File: config.mk
export PLATFORM = sky130hd
export DESIGN_NAME = control_unit
export DESIGN_NICKNAME = d
export VERILOG_FILES = /design/src/rtl/cpu_pkg.sv /design/src/rtl/microcode_rom.sv /design/src/rtl/control_unit.sv
export SDC_FILE = /design/constraint.sdc
export NUM_CORES = 1
export LEC_CHECK = 0
export CAP_MARGIN = 20
export CELL_PAD_IN_SITES_DETAIL_PLACEMENT = 0
export CELL_PAD_IN_SITES_GLOBAL_PLACEMENT = 1
export CORE_MARGIN = 4
export CORE_UTILIZATION = 28
export CTS_CLUSTER_DIAMETER = 120
export DETAILED_ROUTE_END_ITERATION = 16
export PLACE_DENSITY_LB_ADDON = 0.1
export RECOVER_POWER = 50
export SLEW_MARGIN = 20
export SYNTH_ARGS = -nofsm -noshare
export SYNTH_HDL_FRONTEND = slang
export SYNTH_HIERARCHICAL = 1
export SYNTH_SLANG_ARGS = --single-unit
File: constraint.sdc
create_clock -name clk -period 2.6 [get_ports clk]
set_input_delay 0.52 -clock clk [delete_from_list [all_inputs] [get_ports clk]]
set_output_delay 0.52 -clock clk [all_outputs]
set_load 0.02 [all_outputs]
File: src/rtl/cpu_pkg.sv
// Shared types and constants for the 8-bit bus CPU control path.
// Includes the opcode set, the control-word layout and instruction lengths.
package cpu_pkg;

   typedef enum logic [3:0] {
      OpNop = 4'h0,
      OpLda = 4'h1,
      OpAdd = 4'h2,
      OpSub = 4'h3,
      OpSta = 4'h4,
      OpLdi = 4'h5,
      OpJmp = 4'h6,
      OpJc  = 4'h7,
      OpJz  = 4'h8,
      OpOut = 4'hE,
      OpHlt = 4'hF
   } opcode_t;

   // First field is the MSB of the packed word.
   typedef struct packed {
      logic pc_inc;
      logic pc_out;
      logic pc_jump;
      logic mar_in;
      logic ram_in;
      logic ram_out;
      logic ir_in;
      logic ir_out;
      logic a_in;
      logic a_out;
      logic b_in;
      logic alu_out;
      logic alu_sub;
      logic flags_in;
      logic out_in;
      logic halt;
   } ctrl_word_t;

   localparam int unsigned T0 = 0;
   localparam int unsigned T1 = 1;
   localparam int unsigned T2 = 2;
   localparam int unsigned T3 = 3;
   localparam int unsigned T4 = 4;

   localparam int unsigned LenNop   = 2;
   localparam int unsigned LenMem   = 4;
   localparam int unsigned LenAlu   = 5;
   localparam int unsigned LenShort = 3;

   function automatic int unsigned instr_len(input logic [3:0] op);
      case (opcode_t'(op))
         OpLda, OpSta:                      instr_len = LenMem;
         OpAdd, OpSub:                      instr_len = LenAlu;
         OpLdi, OpJmp, OpJc, OpJz, OpOut,
         OpHlt:                             instr_len = LenShort;
         default:                           instr_len = LenNop;
      endcase
   endfunction

endpackage

File: src/rtl/microcode_rom.sv
// Combinational microcode: maps (opcode, T-state, flags) to a control word.
// Also reports whether the current T-state is the instruction's last.
module microcode_rom
   import cpu_pkg::*;
#(
   parameter int unsigned STEP_W = 3
) (
   input  logic [3:0]        opcode,
   input  logic [STEP_W-1:0] step,
   input  logic              carry_flag,
   input  logic              zero_flag,
   output ctrl_word_t        ctrl,
   output logic              last_step
);

   logic [31:0] t;

   always_comb begin
      ctrl      = '0;
      t         = 32'(step);
      last_step = (t == instr_len(opcode) - 1);

      if (t == T0) begin
         ctrl.pc_out = 1'b1;
         ctrl.mar_in = 1'b1;
      end else if (t == T1) begin
         ctrl.ram_out = 1'b1;
         ctrl.ir_in   = 1'b1;
         ctrl.pc_inc  = 1'b1;
      end else begin
         // Execute phase: opcode is valid from T2 onward.
         case (opcode_t'(opcode))
            OpLda, OpAdd, OpSub, OpSta: begin
               if (t == T2) begin
                  ctrl.ir_out = 1'b1;
                  ctrl.mar_in = 1'b1;
               end else if (t == T3) begin
                  if (opcode_t'(opcode) == OpSta) begin
                     ctrl.a_out  = 1'b1;
                     ctrl.ram_in = 1'b1;
                  end else begin
                     ctrl.ram_out = 1'b1;
                     ctrl.a_in    = (opcode_t'(opcode) == OpLda);
                     ctrl.b_in    = (opcode_t'(opcode) != OpLda);
                  end
               end else if (t == T4 && opcode_t'(opcode) != OpLda
                            && opcode_t'(opcode) != OpSta) begin
                  ctrl.alu_out  = 1'b1;
                  ctrl.a_in     = 1'b1;
                  ctrl.flags_in = 1'b1;
                  ctrl.alu_sub  = (opcode_t'(opcode) == OpSub);
               end
            end
            OpLdi: if (t == T2) begin
               ctrl.ir_out = 1'b1;
               ctrl.a_in   = 1'b1;
            end
            OpJmp: if (t == T2) begin
               ctrl.ir_out  = 1'b1;
               ctrl.pc_jump = 1'b1;
            end
            OpJc: if (t == T2) begin
               ctrl.ir_out  = 1'b1;
               ctrl.pc_jump = carry_flag;
            end
            OpJz: if (t == T2) begin
               ctrl.ir_out  = 1'b1;
               ctrl.pc_jump = zero_flag;
            end
            OpOut: if (t == T2) begin
               ctrl.a_out  = 1'b1;
               ctrl.out_in = 1'b1;
            end
            OpHlt: if (t == T2) begin
               ctrl.halt = 1'b1;
            end
            default: ;
         endcase
      end
   end

endmodule

File: src/rtl/control_unit.sv
// T-state sequencer for the 8-bit bus CPU: step counter, sticky halt,
// reset forcing and halt gating around the microcode ROM.
module control_unit
   import cpu_pkg::*;
#(
   parameter int unsigned STEP_W = 3
) (
   input  logic              clk,
   input  logic              rst_n,
   input  logic [3:0]        opcode,
   input  logic              carry_flag,
   input  logic              zero_flag,
   output ctrl_word_t        ctrl,
   output logic [STEP_W-1:0] step,
   output logic              halted
);

   logic [STEP_W-1:0] step_q, step_d;
   logic              halted_q, halted_d;
   ctrl_word_t        rom_ctrl;
   logic              rom_last;

   microcode_rom #(
      .STEP_W(STEP_W)
   ) u_rom (
      .opcode    (opcode),
      .step      (step_q),
      .carry_flag(carry_flag),
      .zero_flag (zero_flag),
      .ctrl      (rom_ctrl),
      .last_step (rom_last)
   );

   always_comb begin
      step_d   = step_q + STEP_W'(1);
      halted_d = halted_q | (rom_ctrl.halt & ~halted_q);
      if (halted_q || rom_last) begin
         step_d = '0;
      end
   end

   always_ff @(posedge clk) begin
      if (!rst_n) begin
         step_q   <= '0;
         halted_q <= 1'b0;
      end else begin
         step_q   <= step_d;
         halted_q <= halted_d;
      end
   end

   // Reset wins over halt so no strobe escapes while rst_n is low.
   always_comb begin
      ctrl = rom_ctrl;
      if (!rst_n) begin
         ctrl = '0;
      end else if (halted_q) begin
         ctrl      = '0;
         ctrl.halt = 1'b1;
      end
   end

   assign step   = step_q;
   assign halted = halted_q;

endmodule
* Word-level counts from Yosys, hierarchy flattened *
Memory sizes are Yosys's and may differ from the RTL's.
Cells that the tools add are included.

storage, ports and cells
  register bits = 4
  bits in latches = 0
  RAM bits = 0
  memory bits (read-only) = 48
  memories kept = 1

memory list
  name              depth  width  read ports  clocked after memory_dff  wr ports  line           source
  (name not given)  16     3      1           0                         0         cpu_pkg.sv:51  case (opcode_t'(op))

cells by class
  add/sub/neg operators = 2
  multiply operators = 0
  div/mod/pow operators = 0
  magnitude comparators = 0
  equality and inequality tests = 17
  shift operators = 0
  muxes and demuxes = 35
  bitwise operators = 4
  reductions and logical operators = 7

operators with widths
  operator                                             count
  equality test 3 x 32 -> 1 bit                        1
  2-to-1 mux 16 bit                                    2
  subtractor 32 x 1 -> 32 bit, second input constant   1
  2-to-1 mux 1 bit                                     17
  equality test 4 x 3 -> 1 bit, second input constant  4
  equality test 4 bit, second input constant           3
  2-to-1 mux 12 bit                                    1
  2-to-1 mux 3 bit                                     4
  2-to-1 mux 9 bit                                     1
  equality test 4 x 2 -> 1 bit, second input constant  2
  2-to-1 mux 2 bit                                     4
  OR reduction 7 bit                                   1
  equality test 3 x 2 -> 1 bit, second input constant  2
  2-to-1 mux 6 bit                                     1
  case mux 1 bit (2 select lines)                      3
  equality test 4 x 1 -> 1 bit, second input constant  1
  2-to-1 mux 4 bit                                     1
  != test 4 x 1 -> 1 bit, second input constant        1
  != test 4 x 3 -> 1 bit, second input constant        1
  OR reduction 4 bit                                   1
  adder 3 x 1 -> 3 bit, second input constant          1
  equality test 3 x 1 -> 1 bit, second input constant  1
  equality test 3 bit, second input constant           1
  logical NOT 3 bit                                    1
  7 further kinds                                      9

* Longest topological paths before layout *
  word-level depth = 11
  gate-level depth with buffers = 10
  depth with buffers taken out = 9

* By module *
Netlist, hierarchy kept.

modules (own cells, without submodules)
  module         instances  cells an instance  area an instance (um^2)  seq. area each (um^2)
  microcode_rom  1          57                 387.9                    0.0
  control_unit   1          29                 250.2                    80.1

* Worst setup path before layout *
No wires, ideal clock.

  kind = input-to-reg
  start = in opcode[2]
  end = reg step_q[0] (netlist: step[0])
  library setup time = 129 ps
  arrival time = 2207 ps
  data required time = 2471 ps
  path slack = 263 ps
  stages = 10
  path buffers = 1
  cells stage by stage = buf_2 > nor3_4 > or3b_4 > inv_1 > ha_1 > ha_1 > xnor2_1 > nor4b_1 > mux2_4 > nor3_1

between the ends
  longest elaborated chain between the ends = 5

ends and longest elaborated chain
  item                           line                 source
  start, declared                control_unit.sv:10   input logic [3:0] opcode,
  memory read (16 x 3 bit)       n/a
  subtractor 32 x 1 -> 32 bit    microcode_rom.sv:21  last_step = (t == instr_len(opcode) - 1);
  equality test 3 x 32 -> 1 bit  microcode_rom.sv:21
  net rom_last                   control_unit.sv:21   logic rom_last;
  logical OR 1 bit               control_unit.sv:37   if (halted_q || rom_last) begin
  OR reduction 2 bit (no line)   n/a
  end signal, assigned           control_unit.sv:47   step_q <= step_d;
  end, declared                  control_unit.sv:18   logic [STEP_W-1:0] step_q, step_d;

The timed path passes the listed nets, and every way through them passes these cells.
A chain may end at the register's enable or synchronous reset.

* Worst setup path after layout *
  start = in opcode[0]
  end = reg step_q[0] (netlist: step[0])

Same word-level chain as after synthesis.

==> flow_summary.ini <==
[finish]
final_cells = 150
fill_cells = 251
nets = 135
final_common_cell = and2_1
register_area_sq_um = 82.6
fin_util_pct = 45.2
multi_input_area_sq_um = 495
final_cell_mix = and2_1, buf_4, dlygate4sd2_1, nor2_1, clkbuf_1
syn_to_final_growth_pct = 55.1
drive_above_1_share_pct = 22.1
diodes = 0

[flow_run]
drv_cap = 0

[global_routing]
grt_pass1_vias = 687
grt_util_all_layers_pct = 11.9
grt_max_degree = 15
antenna_found_initial = 0
grt-ovfl-total = 0
grt_pass1_wl_um = 2930

[timing]
setup_tns_ns = 0
drv_slew = 0
fin_crit_sh_pct = 96.8
hold_slack_ns = 0.545
final-setup-viol-count = 0
fmax_mhz = 397
rsz0062_at_grt = false
maxSlewHeadroom_pct = 77.9
period_needed_ns = 2.52
hold_violations = 0
clock_skew_ns = 0.00219
worst_slew_pin_slew_ns = 0.331

[worst_setup_path]
cp_top_family = simple AND/OR/NAND/NOR gates
worstPathRequired_ns = 2.71
rrSetupSlack_ns = 1.27
critPathLaunchType = primary input
worst_path_max_delay_cell = or3b_4
crit_path_end_kind = flip-flop
path_buf_inv = 3
cpMostUsedCell = ha_1
worstPathArrival_ns = 2.63
worst-path-max-fanout = 6
critPathMaxStageDelay_ns = 0.39
crit_chain = dlygate4sd2_1 -> o21ai_0 -> or3b_4 -> buf_4 -> inv_1 -> ha_1 -> ha_1 -> xnor2_1 -> nor4b_1 -> mux2_4 -> nor3_1
crit_type = in -> reg

[clock_tree]
tritoncts = built
worstSkewPairLatency_ns = 0.24
cts.clk_slew.worst_paths_ns = 0.04
clk_path_buf_depth = 2
cts-root-buf = clkbuf_4
htree_levels = 1
cts-buffers-inserted = 3
cts_setup_buffers = 0
cts_sinks = 4

[pwr]
leakage_nw = 0.481
ir_drop_mv = 0.301
power_density_nw_per_um2 = 422

[placed_design]
dp_cells = 147
hpwl_um = 1340
port_buffers = 27
finalWeightedCongestion = 0.792

[routing]
vias = 707
route.detailed.drc = 0
vias_per_cell = 4.71
wirelength_um = 1700
wl_per_cell_um = 11.3
drtPass1Iterations = 2
antenna_left = 0
drt_iter0_drc = 3

[logic_synthesis]
syn-num-nets = 97
ys_seq_area_share_pct = 12.5
postSynthAreaPerCell_sq_um = 7.42
synth_cell_types = 31
yosysWarnings = 6
synth-seq-cells = 4
synth_cells = 86
netlist_area_sq_um = 638

[floorplan]
num_rows = 17
die_h_um = 55.7
die_x_um = 55.7
io_pins = 28
initial_core_util_pct = 29.1
core-area_sq_um = 2190
die_area_sq_um = 3110

[hold_path]
min_path_type = reg -> reg

[status]
status = finished clean
==> flip-flops by register name (all words and copies together) (netlist names) <==
signal,cells
halted,1
step,3
==> synth_stat cells, drive strengths merged <==
cell     count  share of area (%)
o2111ai      1                1.4
or3b         1                1.8
o21a         2                2.4
a221oi       1                4.1
and3         1               0.98
nor4         2                2.0
and2        16                 16
and4         1                1.4
xnor2        5                6.9
dfxtp        4                 13
nand2        2                1.2
ha           3                5.9
a21boi       1                1.2
o21ai        2                1.6
nor2         9                5.3
nand3        3                2.4
nor3b        2                2.4
a41o         1                1.8
and3b        1                1.6
nor3         6                6.5
nand2b       3                2.9
inv          4                2.4
nor4b        1                1.4
buf          8                7.5
a21oi        3                2.4
nor2b        2                2.4
mux2         1                2.4
==> metal layers <==
metal / wire length (um) / vias to the layer above / GRT usage, % / part of all wire [%]
li1: - / 364 / - / -
met1: 728 / 324 / 12.6 / 43
met2: 881 / 15 / 21.5 / 52
met3: 47 / 4 / 1.39 / 2.8
met4: 43 / 0 / 8.33 / 2.5
met5: 0 / - / 0 / 0
==> repair_timing <==
action	CTS	global route
hold buffers	0	0
setup endpoints to repair	16	7
resized for setup	12	10
==> stage by stage <==
step	cell area, sq um	worst slack, ns	power, W
after detailed placement	1010	-0.444	0.000362
after CTS	1020	0.00670	0.000438
after global placement	1010	-0.389	0.000358
final	990	0.0822	0.000417
after global routing	990	0.0110	0.000463
after floorplan	638	0.263	0.000262
==> path summary, 6_finish.rpt <==
path | cells after the start | from | to
min reg2reg | 1 | halted | halted
max | 11 | opcode[0] | step[0]
min | 1 | halted | halted
max reg2reg | 4 | step[2] | step[0]
==> power breakdown <==
part           total [W]  internal (W)  switching (W)  leakage (nW)
Clock          0.0000779     0.0000517      0.0000262        0.0138
Combinational   0.000231      0.000116       0.000115         0.434
Sequential      0.000109     0.0000741      0.0000347        0.0333
==> kinds of logic (layout without fill, tap and decap cells) <==
kind of cell	after synthesis	in the layout	synth area share, %
adders and majority gates	3	3	5.88
and+or+nand+nor	50	50	47.8
xor gates and xnor gates	5	5	6.86
DFF	4	4	12.5
muxes	1	1	2.35
buffers and inverters	12	48	9.80
AOI/OAI and AO/OA	11	11	14.7
==> cell type report <==
class	count	area share, %
tap	28	3.54
inverter	4	1.52
timing repair buffer	41	34.3
multi-input combinational	70	50.1
clock buffer	3	2.28
sequential	4	8.34
(Power assumes the default switching activity.)
